$ cat src/rtl/traffic_phase_controller.sv
// Two-way intersection phase sequencer with per-phase tick countdown and pedestrian truncation.
// Optional night flashing mode is compiled in with `define NIGHT_FLASH_EN.
module traffic_phase_controller #(
  parameter int T_GREEN  = 20,
  parameter int T_YELLOW = 3,
  parameter int T_RED    = 2,
  parameter int PED_CUT  = 5
) (
  input  logic       clk,
  input  logic       reset,
  input  logic       tick,
  input  logic       ped_req,
  input  logic       night,
  output logic [2:0] phase,
  output logic [2:0] ns_light,
  output logic [2:0] ew_light,
  output logic [4:0] duration,
  output logic [4:0] remaining,
  output logic       phase_done,
  output logic       ped_ack
);

`ifdef NIGHT_FLASH_EN
  typedef enum logic [2:0] {
    NS_G  = 3'd0,
    NS_Y  = 3'd1,
    RED_A = 3'd2,
    EW_G  = 3'd3,
    EW_Y  = 3'd4,
    RED_B = 3'd5,
    FLASH = 3'd6
  } phase_e;
`else
  typedef enum logic [2:0] {
    NS_G  = 3'd0,
    NS_Y  = 3'd1,
    RED_A = 3'd2,
    EW_G  = 3'd3,
    EW_Y  = 3'd4,
    RED_B = 3'd5
  } phase_e;

  logic unused_night;
  assign unused_night = night;
`endif

  localparam logic [2:0] LT_RED = 3'b100;
  localparam logic [2:0] LT_YEL = 3'b010;
  localparam logic [2:0] LT_GRN = 3'b001;

  // Out-of-range parameters are forced into the 5-bit 1..31 counter range.
  function automatic logic [4:0] clamp_dur(input int v);
    if (v < 1)       return 5'd1;
    else if (v > 31) return 5'd31;
    else             return v[4:0];
  endfunction

  localparam logic [4:0] DUR_G   = clamp_dur(T_GREEN);
  localparam logic [4:0] DUR_Y   = clamp_dur(T_YELLOW);
  localparam logic [4:0] DUR_R   = clamp_dur(T_RED);
  localparam logic [4:0] CUT_REM = clamp_dur(PED_CUT);

  function automatic phase_e next_phase(input phase_e p);
    case (p)
      NS_G:    return NS_Y;
      NS_Y:    return RED_A;
      RED_A:   return EW_G;
      EW_G:    return EW_Y;
      EW_Y:    return RED_B;
      default: return NS_G;
    endcase
  endfunction

  function automatic logic [4:0] phase_dur(input phase_e p);
    case (p)
      NS_G, EW_G:   return DUR_G;
      NS_Y, EW_Y:   return DUR_Y;
      RED_A, RED_B: return DUR_R;
      default:      return 5'd1;
    endcase
  endfunction

  function automatic logic [2:0] ns_decode(input phase_e p);
    case (p)
      NS_G:    return LT_GRN;
      NS_Y:    return LT_YEL;
      default: return LT_RED;
    endcase
  endfunction

  function automatic logic [2:0] ew_decode(input phase_e p);
    case (p)
      EW_G:    return LT_GRN;
      EW_Y:    return LT_YEL;
      default: return LT_RED;
    endcase
  endfunction

  function automatic logic is_green(input phase_e p);
    return (p == NS_G) || (p == EW_G);
  endfunction

  function automatic logic is_yellow(input phase_e p);
    return (p == NS_Y) || (p == EW_Y);
  endfunction

  phase_e     phase_q, phase_d, nxt;
  logic [4:0] rem_q, rem_d;
  logic [4:0] dur_q, dur_d;
  logic [2:0] ns_q, ns_d;
  logic [2:0] ew_q, ew_d;
  logic       done_q, done_d;
  logic       ack_q, ack_d;
  logic       pend_q, pend_d;

  always_comb begin
    nxt     = next_phase(phase_q);
    phase_d = phase_q;
    rem_d   = rem_q;
    dur_d   = dur_q;
    ns_d    = ns_q;
    ew_d    = ew_q;
    done_d  = 1'b0;
    ack_d   = 1'b0;
    // A new request always survives a same-cycle clear.
    pend_d  = pend_q | ped_req;

    if (tick) begin
`ifdef NIGHT_FLASH_EN
      if (phase_q == FLASH) begin
        if (!night) begin
          phase_d = RED_B;
          rem_d   = DUR_R;
          dur_d   = DUR_R;
          ns_d    = LT_RED;
          ew_d    = LT_RED;
        end else begin
          ns_d = ns_q ^ LT_YEL;
          ew_d = ew_q ^ LT_YEL;
        end
      end else
`endif
      if (rem_q == 5'd1) begin
`ifdef NIGHT_FLASH_EN
        if (phase_q == RED_B && night) begin
          phase_d = FLASH;
          rem_d   = 5'd1;
          dur_d   = 5'd1;
          ns_d    = LT_YEL;
          ew_d    = LT_YEL;
          done_d  = 1'b1;
        end else
`endif
        begin
          phase_d = nxt;
          rem_d   = phase_dur(nxt);
          dur_d   = phase_dur(nxt);
          ns_d    = ns_decode(nxt);
          ew_d    = ew_decode(nxt);
          done_d  = 1'b1;
          if (is_yellow(nxt) && pend_q) begin
            ack_d  = 1'b1;
            pend_d = ped_req;
          end
        end
      end else if (is_green(phase_q) && pend_q && (rem_q > CUT_REM)) begin
        rem_d  = CUT_REM;
        ack_d  = 1'b1;
        pend_d = ped_req;
      end else begin
        rem_d = rem_q - 5'd1;
      end
    end
  end

  always_ff @(posedge clk or posedge reset) begin
    if (reset) begin
      phase_q <= RED_B;
      rem_q   <= DUR_R;
      dur_q   <= DUR_R;
      ns_q    <= LT_RED;
      ew_q    <= LT_RED;
      done_q  <= 1'b0;
      ack_q   <= 1'b0;
      pend_q  <= 1'b0;
    end else begin
      phase_q <= phase_d;
      rem_q   <= rem_d;
      dur_q   <= dur_d;
      ns_q    <= ns_d;
      ew_q    <= ew_d;
      done_q  <= done_d;
      ack_q   <= ack_d;
      pend_q  <= pend_d;
    end
  end

  assign phase      = phase_q;
  assign remaining  = rem_q;
  assign duration   = dur_q;
  assign ns_light   = ns_q;
  assign ew_light   = ew_q;
  assign phase_done = done_q;
  assign ped_ack    = ack_q;

endmodule

$ cat config.mk
export PLATFORM = sky130hd
export DESIGN_NAME = traffic_phase_controller
export DESIGN_NICKNAME = d
export VERILOG_FILES = /design/src/rtl/traffic_phase_controller.sv
export SDC_FILE = /design/constraint.sdc
export NUM_CORES = 1
export LEC_CHECK = 0
export ABC_AREA = 1
export CAP_MARGIN = 10
export CORE_MARGIN = 5
export CORE_UTILIZATION = 30
export DETAILED_ROUTE_END_ITERATION = 7
export PLACE_DENSITY = 0.57
export REMOVE_ABC_BUFFERS = 1
export SYNTH_ARGS = -nofsm -noshare
export SYNTH_HDL_FRONTEND = slang
export SYNTH_SLANG_ARGS = --single-unit
$ cat constraint.sdc
create_clock -name clk -period 1.7 [get_ports clk]
set_input_delay 0.17 -clock clk [delete_from_list [all_inputs] [get_ports clk]]
set_output_delay 0.17 -clock clk [all_outputs]
set_load 0.02 [all_outputs]
After elaboration in Yosys (flattened, before gate mapping)
Index checks and enable logic that the tools add are counted.

cells by class
  add/subtract/negate cells = 1
  $lt $le $gt $ge = 1
  equality and inequality tests = 10
  mux-type cells = 16
  bitwise gates (word level) = 1
  reductions and logical operators = 11

operator list
  operator                                                        count
  one-hot mux 3 bit (5 select lines)                              1
  one-hot mux 5 bit (3 select lines)                              1
  equality test 3 x 2 -> 1 bit (second input constant)            4
  one-hot mux 3 bit (2 select lines)                              2
  2-to-1 mux 1 bit                                                10
  2-to-1 mux 5 bit                                                2
  equality test 3 bit (second input constant)                     3
  equality test 3 x 1 -> 1 bit (second input constant)            2
  zero test 3 bit                                                 2
  OR reduction 2 bit                                              3
  equality test 5 x 1 -> 1 bit (second input constant)            1
  greater-than comparator 5 x 3 -> 1 bit (second input constant)  1
  subtractor 5 x 1 -> 5 bit (second input constant)               1
  logical AND 1 bit                                               3
  logical OR 1 bit                                                2
  AND reduction 2 bit                                             1
  bitwise OR 1 bit                                                1

word-level totals
  register bits after elaboration = 22
  input bits = 5
  output and inout bits = 21

Longest topological paths before layout
Gate-level depths: netlist (run 1).

  word-level depth = 8
  gate-level depth with buffers = 10

Least setup slack after synthesis (run 1)
OpenSTA, ideal clock, no wires.

  kind = register -> register
  start = register rem_q[1], in the netlist remaining[1]
  end = register pend_q
  setup time = 117 ps
  arrival time = 1394 ps
  slack = 190 ps
  cell stages (with the launch flop) = 11
  path buffers = 0
  path through = dfstp_2 inv_1 ha_1 nor2_1 nand2_1 nand2_1 nand3_2 nand2_2 nand3_1 nand2_1 nand2_1

on the way
  word-level cells in the longest chain between the ends = 5
  elaborated cells on any way between the ends = 6
  classes of those cells = 1 x order compare; 1 x eq/ne; 3 x mux; 1 x reduce/logical

ends and longest elaborated chain
  element                                 RTL line  RTL
  start: declaration                      108       logic [4:0] rem_q, rem_d;
  start signal: assignment                188       rem_q <= rem_d;
  greater-than comparator 5 x 3 -> 1 bit  166       end else if (is_green(phase_q) && pend_q && (rem_q > CUT_REM)) begin
  logical AND 1 bit                       166
  2-to-1 mux 1 bit                        166
  2-to-1 mux 1 bit *                      143       if (rem_q == 5'd1) begin
  2-to-1 mux 1 bit *                      128       if (tick) begin
  net pend_d                              114       logic pend_q, pend_d;
  end signal: assignment                  194       pend_q <= pend_d;
  end: declaration                        114

The timed path passes the listed nets; every way through them passes the cells marked *.
A chain may end at the register's enable or synchronous reset.

Worst setup path after layout (run 1)
  start = register phase_q[1], in the netlist phase[1]
  end = output port phase[1]

RTL lines
  element                   RTL line  RTL
  start: declaration        107       phase_e phase_q, phase_d, nxt;
  start signal: assignment  187       phase_q <= phase_d;
  end: declaration          14        output logic [2:0] phase,

No word-level cell between the ends.

==> results of run 1 <==
## cell usage in the layout (no fill, tap or decap), drive strengths merged
master	Yosys	layout
dlygate4sd2	0	1
clkbuf	0	3
xor2	2	2
a22oi	1	1
inv	14	14
nand3b	1	1
clkdlybuf4s50	0	22
o21ai	9	9
conb	1	1
o22ai	1	1
dfstp	6	6
nand3	6	6
nor3	2	2
clkinv	1	1
nor2	14	14
nand2	32	32
a21oi	4	4
o211ai	1	1
buf	3	5
ha	2	2
dfrtp	14	14
o21a	2	2
## state kept, by name, summed over array words and instances (netlist names)
name and count:
remaining 5, duration 3, ew_light 3, pend_q 1, ns_light 3, phase 3
ped_ack 1, phase_done 1
## logic make-up (layout without fill, tap and decap cells)
kind of cell,after synthesis,count (layout),share of synthesized area
AOI/OAI and AO/OA,18,18,0.106
DFF,20,20,0.507
other,1,1,0.00374
buffers and inverters,18,46,0.0786
and+or+nand+nor,55,55,0.262
xor gates and xnor gates,2,2,0.0175
adders and majority gates,2,2,0.0250
## area by class of cell
cell class	count	area (sq um)	area share
clock buffer	3	22.5	0.0170
inverter	15	56.3	0.0425
multi-input combinational	78	415	0.313
sequential	20	508	0.383
tap	46	57.6	0.0434
timing repair buffer	28	267	0.201
## layer usage
metal  track usage  vias to the layer above  share of wire
met5             0                        -              0
met2         0.164                       15           0.47
met3        0.0216                        0          0.044
met1         0.133                      371           0.49
met4        0.0298                        0              0
li1              -                      425              -
## cells in the mapped netlist
cell type	n
clkinv_1	1
a22oi_2	1
nand2_2	4
o21a_1	2
a21oi_1	4
dfrtp_1	14
nand2_1	28
conb_1	1
dfstp_2	6
o21ai_1	8
nand3_2	2
buf_4	3
o211ai_1	1
nor2_4	2
inv_1	8
nand3b_1	1
nor3_1	1
ha_1	2
nor3_2	1
xor2_1	2
nor2_1	11
nor2_2	1
o21ai_0	1
nand3_1	4
o22ai_1	1
inv_2	6
## through the flow
step,power (W),std cells,util,area (sq um),setup WS [ns]
global placement,0.00226,187,0.397,1310,0.187
detailed placement,0.00228,187,0.397,1310,0.181
finish,0.00246,190,0.404,1330,0.0516
floorplan,0.00173,113,-,980,0.155
CTS,0.00250,190,0.404,1330,0.0439
global route,0.00269,190,0.404,1330,0.00144
## power groups by stage
stage	Sequential, W	Combinational (W)	Clock (W)
after floorplan	0.00112	0.000603	0
after global placement	0.000894	0.00136	0
after detailed placement	0.000899	0.00138	0
after CTS	0.000890	0.00138	0.000237
after global routing	0.000929	0.00151	0.000252
final	0.000890	0.00136	0.000218
## final timing paths
kind / startpoint / endpoint / slack (ns) / depth (start not counted)
setup / recovery: phase[1] / phase[1] / 0.05 / 1
hold / removal: reset / phase[1] / 0.20 / 3
setup reg to reg: remaining[1] / pend_q / 0.17 / 10
hold reg to reg: ns_light[2] / ns_light[2] / 0.48 / 2
max in group asynchronous: reset / duration[1] / 1.22 / 3
min in group clk: ped_req / pend_q / 0.40 / 3
==> flow_summary.toml, run 1 <==
[outcome]
status = "finished clean"

[final_layout]
num_antenna_cells = 0
area_growth_pct = 32.3
final_nets = 153
nFillCells = 358
drive_gt1_frac = 0.215

[clock_network]
cts_hold_buf = 0
cts_tree = "yes"
clkSlewWorstSetupHoldPaths_ns = 0.11
cts_setup_buffers = 0
clock_latency_ns = 0.29
root_buffer = "clkbuf_4"
clockBufferDepth = 2
cts.repair.resized = 1
cts.sinks = 20
numCtsBuffers = 3
htree_levels = 1

[pwr]
p_sw_frac = 0.439
cellInternalPower_w = 0.00138
irDropWorstVdd_v = 0.000844
power.switching_w = 0.00108
p_leak_nw = 0.597
seqPwrFrac = 0.361
p_per_area_nw_per_um2 = 1860
combPwrFrac = 0.550
pwr-share-clk = 0.089

[worst_setup_path]
crit_family = "buffers and inverters"
crit_buf_inv = 1
critPathMaxStageDelay_ns = 0.66
end_kind = "primary output"
start_kind = "register"
cp_data_arrival_time_ns = 1.48
crit_type = "register to primary output"
cp_max_fo = 6
slowest_stage = "clkdlybuf4s50_1"
cp.required_ns = 1.53
path_cells = "clkdlybuf4s50_1"

[die]
coreArea_sq_um = 3280
io_pins = 26
initial_utilization = 0.305
fp.dieW_microns = 67.8
rows = 21
die_h_microns = 67.8
die-area_sq_um = 4600

[sta]
final-setup-viol-count = 0
fin_crit_ns = 1.65
clock.fmax_mhz = 607
period_share = 0.970
skew_ns = 0.00764
hold_slack_ns = 0.201
finalMaxSlewViolations = 0
setup_tns_ns = 0
rsz0062_at_grt = "no"
hold_violations = 0

[drt]
totalWireLength_mm = 2.03
drt-vias-per-instance = 4.27
wire_per_inst_microns = 10.7
initialDrtViolationCount = 39
vias = 811
drtPass1Iterations = 3
ant_nets = 0
drcViolationCount = 0

[synth]
synth_cells = 116
syn_avg_cell_area_sq_um = 8.64
synth_top_cell_by_area = "dfrtp_1"
synth_top_area_share = 0.350
synth_seq_cells = 20
synth_seq_area_share = 0.507
netlist_top_cells_area = "dfrtp_1, dfstp_2, nand2_1"
ys_types = 26
yosysWarnings = 0
syn_area_sq_um = 1000

[global_routing]
grt_start_max_net_pins = 21
antenna_found_initial = 0
grtUsageTotal = 0.100
grt_pass1_wl_mm = 3.55
grt_pass1_vias = 834
grt.overflow.total = 0

[placement]
portBuffers = 23
gp_congestion = 0.825
dpl.hpwl_mm = 1.58

[flow_run]
maxCapViolCount = 0

[hold_path]
hp-class = "primary input to async pin"
(Power assumes the default switching activity.)
==> run 2: changes to the inputs <==
--- a/config.mk
+++ b/config.mk
@@ -10,7 +10,8 @@
 export CORE_MARGIN = 5
 export CORE_UTILIZATION = 30
 export DETAILED_ROUTE_END_ITERATION = 7
-export PLACE_DENSITY = 0.57
+export DONT_BUFFER_PORTS = 1
+export PLACE_DENSITY = 0.47
 export REMOVE_ABC_BUFFERS = 1
 export SYNTH_ARGS = -nofsm -noshare
 export SYNTH_HDL_FRONTEND = slang
==> flow_summary.toml, run 2 (synthesis gave the netlist of run 1 again) <==
[placement]
gp_congestion = 0.772
dpl_cell_area_sq_um = 1100
dpl.hpwl_mm = 1.60
portBuffers = 0
pre_cts_ws_ns = 0.159

[worst_setup_path]
r2r_slack_ns = 0.15
slowest_stage = "dfstp_2"
cp.required_ns = 1.91
critPathMostFrequentCell = "nand2_1"
r2r-start = "remaining[1]"
end_kind = "register"
crit_type = "register to register"
cp_max_fo = 4
start_kind = "register"
cp_data_arrival_time_ns = 1.75
reg2reg_to = "pend_q"
rr_worst_depth = 10
path_cells = "inv_1 -> ha_1 -> nor2_1 -> nand2_1 -> nand2_1 -> nand3_2 -> nand2_4 -> nand3_1 -> nand2_1 -> nand2_1"
critPathMaxStageDelay_ns = 0.55

[pwr]
p_leak_nw = 0.554
finalPower_w = 0.00240
p_per_area_nw_per_um2 = 2020
irDropWorstVdd_v = 0.000672

[final_layout]
final_nets = 136
drive_gt1_frac = 0.281
mostFrequentLayoutCells = "nand2_1, dfrtp_1, nor2_1"
area_growth_pct = 18.5
num_antenna_cells = 0
largest_reg_flops = 5
multi_input_area_sq_um = 423
final-seq-area_sq_um = 508
final_common_cell = "nand2_1"
design_area_sq_um = 1190
final_util = 0.362
nFillCells = 359

[sta]
period_share = 0.910
fin_crit_ns = 1.55
final-setup-viol-count = 0
finalMaxSlewViolations = 0
clock.fmax_mhz = 647
hold_violations = 0
slew_headroom = 0.493
worst_pin_slew_ns = 0.760
fin_ws_ns = 0.153
rsz0062_at_grt = "no"
skew_ns = 0.00114
setup_tns_ns = 0

[global_routing]
grt_pass1_vias = 756
grt.overflow.total = 0
grtUsageTotal = 0.106
grt_start_max_net_pins = 21
antenna_found_initial = 0
grt_pass1_wl_mm = 3.61

[drt]
totalWireLength_mm = 2.14
initialDrtViolationCount = 20
ant_nets = 0
wire_per_inst_microns = 12.3
drcViolationCount = 0
vias = 750
drtPass1Iterations = 4
drt-vias-per-instance = 4.31

[die]
initial_utilization = 0.305
rows = 21
fp.dieW_microns = 67.8
die_h_microns = 67.8
io_pins = 26
die-area_sq_um = 4600
coreArea_sq_um = 3280

[clock_network]
cts_tree = "yes"
htree_levels = 1
clkSlewWorstSetupHoldPaths_ns = 0.12
root_buffer = "clkbuf_4"
numCtsBuffers = 3
clockBufferDepth = 2
cts.sinks = 20
clock_latency_ns = 0.30

[flow_run]
maxCapViolCount = 0

[outcome]
status = "finished clean"

[hold_path]
hp-start = "tick"
hold_depth = 3
hp-class = "primary input to register"
min_to = "pend_q"
-- run 2: cell count changes in the layout (fill, tap and decap cells not counted), sizes merged --
cell,delta
dlygate4sd3,+3
dlygate4sd2,-1
clkdlybuf4s50,-22
buf,+3
bufinv,+1
-- run 2: cell type report --
class,count,area share
tap,46,0.0485
inverter,15,0.0474
sequential,20,0.428
timing repair buffer,11,0.0759
multi-input combinational,78,0.356
clock buffer,3,0.0190
clock inverter,1,0.0253
-- run 2: report_power, final --
group	total (W)	switching, W	internal, W
registers	0.00103	0.000318	0.000714
clock network	0.000389	0.000151	0.000238
logic	0.000978	0.000608	0.000370
-- run 2: worst max-delay path by stage --
stage	from	endpoint	slack [ns]	depth (start not counted)
global placement	remaining[1]	duration[2]	0.18	8
global route	remaining[1]	pend_q	0.007	10
CTS	remaining[1]	duration[2]	0.14	8
finish	remaining[1]	pend_q	0.15	10
detailed placement	remaining[1]	duration[2]	0.16	8
floorplan	remaining[0]	phase[2]	0.15	6
-- run 2: per-layer routing --
metal	share of wire	vias up	wire [microns]	GRT usage
met4	0.0070	0	15	0.0149
met1	0.44	337	942	0.129
met5	0	-	0	0
met3	0.077	2	164	0.0499
li1	-	391	-	-
met2	0.47	20	1010	0.174
-- run 2: worst max-delay path, delay by kind of cell (launching register included) --
family | cells | cell delay [ns]
adder cells (fa/ha/maj) | 1 | 0.20
AND/OR/NAND/NOR | 8 | 0.63
buffers and inverters | 1 | 0.06
flip-flops | 1 | 0.55
-- run 2: timing repair --
item                                   CTS  global route
setup endpoints to repair                0             5
setup buffers                            0             0
hold buffers                             3             0
gates resized for setup                  0             2
endpoints found under the hold margin   19             0
-- run 2: metrics by stage --
step / hold slack [ns] / std cells
2_1_floorplan: 0.129 / 113
3_3_place_gp: 0.245 / 167
3_5_place_dp: 0.249 / 167
4_1_cts: 0.0437 / 174
5_1_grt: 0.0522 / 174
6_report: 0.0471 / 174
==> run 3: changes to the inputs <==
--- a/config.mk
+++ b/config.mk
@@ -11,6 +11,7 @@
 export CORE_UTILIZATION = 30
 export DETAILED_ROUTE_END_ITERATION = 7
 export DONT_BUFFER_PORTS = 1
+export MAX_ROUTING_LAYER = met4
 export PLACE_DENSITY = 0.47
 export REMOVE_ABC_BUFFERS = 1
 export SYNTH_ARGS = -nofsm -noshare
==> flow_summary.toml, run 3 (synthesis gave the netlist of run 1 again) <==
[worst_setup_path]
critPathMostFrequentCell = "nand2_1"
start_kind = "register"
cp.required_ns = 1.91
worst-path-stages = 10
critPathMaxStageDelay_ns = 0.55
crit_family = "simple AND/OR/NAND/NOR gates"
r2r_slack_ns = 0.15
end_kind = "register"
path_cells = "inv_1 -> ha_1 -> nor2_1 -> nand2_1 -> nand2_1 -> nand3_2 -> nand2_4 -> nand3_1 -> nand2_1 -> nand2_1"
cp_max_fo = 4
cp_data_arrival_time_ns = 1.75
crit_buf_inv = 1
reg2reg_to = "pend_q"
rr_worst_depth = 10
crit_type = "register to register"
r2r-start = "remaining[1]"
slowest_stage = "dfstp_2"

[clock_network]
clockBufferDepth = 2
htree_levels = 1
numCtsBuffers = 3
cts_tree = "yes"
cts_setup_buffers = 0
cts.sinks = 20
clkSlewWorstSetupHoldPaths_ns = 0.12
clock_latency_ns = 0.30
root_buffer = "clkbuf_4"

[final_layout]
multi_input_area_sq_um = 423
drive_gt1_frac = 0.281
largest_reg_flops = 5
nFillCells = 359
mostFrequentLayoutCells = "nand2_1, dfrtp_1, nor2_1"
final-seq-area_sq_um = 508
design_area_sq_um = 1190
final_util = 0.362
final_common_cell = "nand2_1"
final_nets = 136
num_antenna_cells = 0
area_growth_pct = 18.5

[hold_path]
hold_depth = 3
hp-start = "tick"
min_to = "pend_q"
hp-class = "primary input to register"

[drt]
initialDrtViolationCount = 19
wire_per_inst_microns = 12.3
vias = 751
drtPass1Iterations = 4
ant_nets = 0
drcViolationCount = 0
drt-vias-per-instance = 4.32
totalWireLength_mm = 2.14

[sta]
finalMaxSlewViolations = 0
slew_headroom = 0.493
skew_ns = 0.000762
final-setup-viol-count = 0
period_share = 0.910
setup_tns_ns = 0
hold_violations = 0
clock.fmax_mhz = 646
rsz0062_at_grt = "no"
worst_pin_slew_ns = 0.760
fin_ws_ns = 0.153
fin_crit_ns = 1.55

[die]
die_h_microns = 67.8
coreArea_sq_um = 3280
initial_utilization = 0.305
fp.dieW_microns = 67.8
io_pins = 26
rows = 21
die-area_sq_um = 4600

[flow_run]
maxCapViolCount = 0

[pwr]
irDropWorstVdd_v = 0.000672
p_per_area_nw_per_um2 = 2020
p_leak_nw = 0.554

[global_routing]
grt.overflow.total = 0
grt_pass1_vias = 755
antenna_found_initial = 0
grtUsageTotal = 0.109
grt_start_max_net_pins = 21
grt_pass1_wl_mm = 3.61

[placement]
portBuffers = 0
dpl.hpwl_mm = 1.60
dpl_cell_area_sq_um = 1100
gp_congestion = 0.782
pre_cts_ws_ns = 0.159

[outcome]
status = "finished clean"
[run 3: worst register-to-register path, cell delays in order (launching register included)]
cell and delay, ns:
dfstp_2 0.55, inv_1 0.06, ha_1 0.20, nor2_1 0.10, nand2_1 0.06, nand2_1 0.09
nand3_2 0.12, nand2_4 0.10, nand3_1 0.06, nand2_1 0.06, nand2_1 0.04
[run 3: stage by stage]
step                std cells  power (W)  hold slack [ns]
global route              174    0.00261           0.0522
finish                    174    0.00240           0.0467
CTS                       174    0.00243           0.0437
detailed placement        167    0.00202            0.249
floorplan                 113    0.00173            0.129
global placement          167    0.00200            0.245
[run 3: area by class of cell]
cell class,count,share of cell area
Sequential cell,20,0.428
Multi-Input combinational cell,78,0.356
Timing Repair Buffer,11,0.0759
Tap cell,46,0.0485
Inverter,15,0.0474
Clock inverter,1,0.0253
Clock buffer,3,0.0190
[run 3: worst max path at each step]
| stage | from | to | slack (ns) |
|---|---|---|---|
| 2_1_floorplan | remaining[0] | phase[2] | 0.15 |
| 3_3_place_gp | remaining[1] | duration[2] | 0.18 |
| 3_5_place_dp | remaining[1] | duration[2] | 0.16 |
| 4_1_cts | remaining[1] | duration[2] | 0.14 |
| 5_1_grt | remaining[1] | pend_q | 0.007 |
| 6_report | remaining[1] | pend_q | 0.15 |
[run 3: per-layer routing]
metal | track usage | wire [microns]
met5 | - | 0
met4 | 0.0149 | 15
met3 | 0.0449 | 153
met2 | 0.174 | 1010
met1 | 0.132 | 954
[run 3: power by group]
part | leakage (nW) | total (W) | internal, W | switching, W
clock network | 0.0279 | 0.000389 | 0.000238 | 0.000151
registers | 0.240 | 0.00103 | 0.000714 | 0.000318
logic | 0.286 | 0.000978 | 0.000370 | 0.000608
[run 3: timing repair]
action,in CTS,in global routing
resized for setup,0,2
hold buffers,3,0
setup endpoints to repair,0,5
endpoints found under the hold margin,19,0
==> edit 1, RTL diff (config.mk and constraints of run 3) <==
The option `NIGHT_FLASH_EN` is turned on by a define.
--- a/src/rtl/traffic_phase_controller.sv
+++ b/src/rtl/traffic_phase_controller.sv
@@ -1,5 +1,7 @@
 // Two-way intersection phase sequencer with per-phase tick countdown and pedestrian truncation.
 // Optional night flashing mode is compiled in with `define NIGHT_FLASH_EN.
+`define NIGHT_FLASH_EN
+
 module traffic_phase_controller #(
   parameter int T_GREEN  = 20,
   parameter int T_YELLOW = 3,
Formal check against the unedited RTL: not equivalent (Yosys sat finds a counterexample within 4 cycles, from zero or initial values and one cycle with reset high).
==> edit 1 against run 3 <==
  * Routed wire length up 25%
  * Sequential share of layout area fell by 5.0 points
  * Via count increased by 29%
  * First-iteration DRC count increased by 26%
  * Cell area increased by 13%
  * Sequential cell count is the same
  * Synthesized cell count rose by 31%
  * Total power increased by 14%
  * Synthesized area grew 19%
  * Clock skew rose by 0.0011 ns
  * Setup slack better by 0.0013 ns
  * Critical endpoint is now ns_light[2]
  * Highest routed layer unchanged
==> edit 1: results (changes against run 3) <==
[status]
status=finished clean

[final_layout]
largest_reg_flops=5  ; unchanged
layout-drive-gt1-share_pct=25.31  ; -2.8 points
fin_nets=170  ; +25%
antenna_cells=0  ; unchanged

[grt]
antenna_found_initial=0  ; unchanged
grtUsageTotal_pct=11.38  ; +0.51 points
grt_pass1_vias=994  ; +32%
grt_max_degree=21  ; unchanged
grt_pass1_wl_um=4657  ; +29%

[clock_tree]
htreeDepth=1  ; unchanged
root_buffer=clkbuf_8
numCtsBuffers=3  ; unchanged
insertion_delay_ns=0.26  ; -0.04 ns
clockBufferDepth=2  ; unchanged
cts_setup_buffers=0  ; unchanged
clk_pin_slew_ns=0.08  ; -0.04 ns

[logic_synthesis]
synthAdderAreaFrac_pct=2.096  ; -0.40 points
ys_warn_count=0  ; unchanged
yosys-top-cells-area=dfrtp_1 (29%), nand2_1 (15%), dfstp_2 (13%)
synth_compound_area_share_pct=8.176  ; -2.4 points
ys_seq_area_share_pct=42.56  ; -8.1 points
async_reset_ff_share_pct=100.0  ; unchanged
ys.flop_type=dfrtp_1
synth_xor_area_share_pct=2.201  ; +0.45 points
synthTopCellsByCount=nand2_1 (48), nor2_1 (15), dfrtp_1 (14), inv_1 (12), nand3_1 (9)
synth_mux_area_share_pct=0  ; unchanged
synth.distinct_cells=28  ; +7.7%

[sta]
finClkSkew_ns=0.001901  ; +0.001139 ns
slew_headroom_pct=48.75  ; -0.53 points
hold_viol_final=0  ; unchanged

[detailed_routing]
wl_per_cell_um=12.61  ; +2.7%
first_pass_iters=4  ; unchanged
drt-initial-drc-count=24  ; +5
vias=969  ; +29%

[placed_design]
portBuffers=0  ; unchanged
dpl_cell_area_mm2=0.001290  ; +18%
place.gp.congestion=0.8492  ; +8.6%
hpwl_um=2106  ; +32%

[power_and_ir_drop]
peakVddDrop_uv=585.7  ; -13%
p_leak_nw=0.6865  ; +24%

[worst_hold_path]
hold_path_class=in2reg

[critical_path]
path_max_fanout=11  ; +7
cp_data_arrival_time_ns=1.74

-- edit 1: cell count changes in the layout (fill, tap and decap cells not counted), moves of 3 or more --
cell,change
nor2_2,+3
nand3_1,+5
nand2_1,+21
inv_1,+4
clkbuf_4,-3
clkbuf_8,+3
nor2_1,+4
nand4_1,+3
o21ai_0,+4
o21ai_1,-7
o21ai_2,+3
-- edit 1: path summary, 6_finish.rpt --
check | startpoint | end | slack [ns] | cells past startpoint
max | remaining[1] | ns_light[2] | 0.15 | 9
min | ped_req | pend_q | 0.006 | 2
max reg2reg | remaining[1] | ns_light[2] | 0.15 | 9
min reg2reg | duration[1] | duration[1] | 0.54 | 2
min in group asynchronous | reset | remaining[2] | 0.49 | 2
max in group asynchronous | reset | phase[1] | 0.74 | 2
-- edit 1: cell type report --
type / instances / area (um^2)
multi-input cells: 110 / 579.3
repair buffers: 10 / 77.57
fillers: 428 / 2569
clock buffers: 4 / 45.04
inverters: 18 / 72.57
flip-flops and latches: 20 / 508.0
well taps: 50 / 62.56
-- edit 1: metrics by stage --
stage,std cells,worst slack [ns],power (W)
floorplan,148,0.1654,0.002044
global placement,207,0.1798,0.002419
detailed placement,207,0.1561,0.002438
CTS,212,0.1337,0.002779
global route,212,0.04193,0.002996
finish,212,0.1544,0.002741
-- edit 1: power by group --
| part | leakage (nW) | internal [W] | total (W) | switching (W) |
|---|---|---|---|---|
| clock network | 0.0228 | 0.000167 | 0.000327 | 0.000160 |
| registers | 0.242 | 0.000720 | 0.00103 | 0.000309 |
| logic | 0.422 | 0.000501 | 0.00139 | 0.000885 |
-- edit 1: what timing repair did --
action	4_1_cts	5_1_grt
endpoints found under the hold margin	14	0
hold buffers	1	0
resized for setup	0	0
-- edit 1: worst max-delay path, cell delays in order, from the launching register on --
cell and delay [ns]:
dfstp_2 0.53, inv_1 0.06, ha_1 0.23, nand3_4 0.15, nand2_4 0.07, nand2_4 0.09
clkinv_4 0.07, nand2_4 0.13, nand2_1 0.09, o21ai_2 0.06
-- edit 1: metal layers --
metal / wire, um / vias to the layer above / track usage, % / part of all wire [%]
met5: 0 / - / - / 0
met4: 44 / 0 / 3.689 / 1.6
met2: 1247 / 22 / 17.48 / 47
met3: 167 / 5 / 3.306 / 6.2
li1: - / 495 / - / -
met1: 1214 / 447 / 14.32 / 45
-- edit 1: logic make-up (layout without fill, tap and decap cells) --
logic type               after synthesis  count (layout)
flip-flops                            20              20
adder cells (fa/ha/maj)                2               2
AND/OR/NAND/NOR                       89              89
buffers and inverters                 22              32
XOR/XNOR                               3               3
other                                  1               1
AO/OA/AOI/OAI                         15              15
==> edit 2, RTL diff (settings of run 3) <==
Made on the original files. Make the reset (`reset`) synchronous in one clocked block.
--- a/src/rtl/traffic_phase_controller.sv
+++ b/src/rtl/traffic_phase_controller.sv
@@ -173,7 +173,7 @@
     end
   end
 
-  always_ff @(posedge clk or posedge reset) begin
+  always_ff @(posedge clk) begin
     if (reset) begin
       phase_q <= RED_B;
       rem_q   <= DUR_R;
Check against the original RTL: differs if reset is asserted again (counterexample within 4 cycles, from zero or initial values and one cycle with reset high); with reset held inactive, the same outputs for 10 cycles.
==> edit 2 against run 3 <==
  * Sequential cell count unchanged
  * Sequential share of layout area decreased by 7.0 points
  * Routed wire length increased by 5.5%
  * Critical endpoint is now pend_q
  * Largest cell class is now multi-input combinational cells
  * Setup slack improved by 0.016 ns
  * Cell area decreased by 5.8%
  * Synthesized area decreased by 3.0%
  * Non-clock buffer count increased by 1
  * Global-route usage increased by 0.37 points
Power is not compared: it rests on default switching activity, and its combinational part moved more than twofold at a synthesized area within 25%.
==> edit 2: results (changes against run 3) <==
[detailed_routing]
drt-initial-drc-count=15  ; -4
viasPerCell=4.541  ; +5.2%
totalWireLength_um=2253  ; +5.5%

[final_layout]
fillers=334  ; -7.0%
comb.multi_input.count=91  ; +17%
buffer_area_share_pct=8.725  ; +1.1 points
seqCellArea_um2=400.4  ; -21%
multi_input_area_um2=484.2  ; +14%
stdcell_count=185  ; +6.3%
design.seq.count=20  ; unchanged
clkCellAreaFrac_pct=2.013  ; -2.4 points
dominant_cells=multi-input combinational cells
buffers=12  ; +1
layout-drive-gt1-share_pct=20.57  ; -7.6 points
fin_nets=150  ; +10%
syn_to_final_growth_pct=15.06

[logic_synthesis]
yosys-top-cells-area=dfxtp_1 (41%), nand2_1 (13%), a21oi_1 (4.6%)
ys_seq_area_share_pct=41.18  ; -9.5 points
syn_avg_cell_area_um2=7.421  ; -14%
async_reset_ff_share_pct=0  ; -100 points
synth_compound_area_share_pct=16.09  ; +5.5 points
synthTopCellsByCount=nand2_1 (33), dfxtp_1 (20), nor2_1 (11), inv_1 (10)
ys.flop_type=dfxtp_1
synth_xor_area_share_pct=0.9009  ; -0.85 points
synthAdderAreaFrac_pct=2.574  ; +0.077 points

[critical_path]
endpoint=pend_q
cp_data_arrival_time_ns=1.73  ; -0.02 ns
slowest_delay_ns=0.32  ; -0.23 ns
cpMaxStageDelayCell=dfxtp_1
rr_startpoint=remaining[1]
rr_worst_depth=9  ; -1
start_kind=flip-flop
worst-r2r-setup-slack_ns=0.17  ; +0.02 ns
path_max_fanout=11  ; +7

[grt]
grtUsageTotal_pct=11.25  ; +0.37 points
grt_max_degree=12  ; -43%
grt_pass1_wl_um=3767  ; +4.4%
grt_pass1_vias=782  ; +3.6%

[placed_design]
pre_cts_slack_ns=0.1244  ; -0.03464 ns
placedCellCount=179  ; +7.2%
place.gp.congestion=0.7357  ; -5.9%
hpwl_um=1722  ; +7.7%
dpl_cell_area_mm2=0.001056  ; -3.8%

[status]
status=finished clean

[sta]
finClkSkew_ns=0.005812  ; +0.005050 ns
hold_ws_ns=0.05570  ; +0.009036 ns
final.min_clock_period_ns=1.531  ; -0.01627 ns

[clock_tree]
clk_pin_slew_ns=0.11
numCtsBuffers=3  ; unchanged
clockBufferDepth=2  ; unchanged

[power_and_ir_drop]
p_leak_nw=0.4603

[worst_hold_path]
worstHoldStart=reset

## edit 2: routing by layer
layer	vias to the layer above	GRT usage [%]	wire length, um
met1	376	14.69	1111
met5	-	-	0
met2	17	16.34	992
met3	4	3.541	126
li1	443	-	-
met4	0	3.797	23
## edit 2: worst min path at each step
| stage | cells after the start | end |
|---|---|---|
| after floorplan | 1 | duration[0] |
| after global placement | 1 | remaining[4] |
| after detailed placement | 1 | remaining[4] |
| after CTS | 3 | pend_q |
| after global routing | 2 | ped_ack |
| final | 3 | pend_q |
## edit 2: worst register-to-register path: stages (launching register included)
cell     delay, ns
dfxtp_1       0.32
inv_1         0.09
ha_1          0.15
inv_1         0.06
nor2_2        0.16
nand3_4       0.15
inv_4         0.15
nand3_1       0.17
nand3_1       0.13
nand2_1       0.05
## edit 2: repair_timing
action,4_1_cts,5_1_grt
buffers inserted,0,0
hold endpoints to repair,10,0
endpoints found under the setup margin,0,4
hold buffers,3,0
resized for setup,0,2
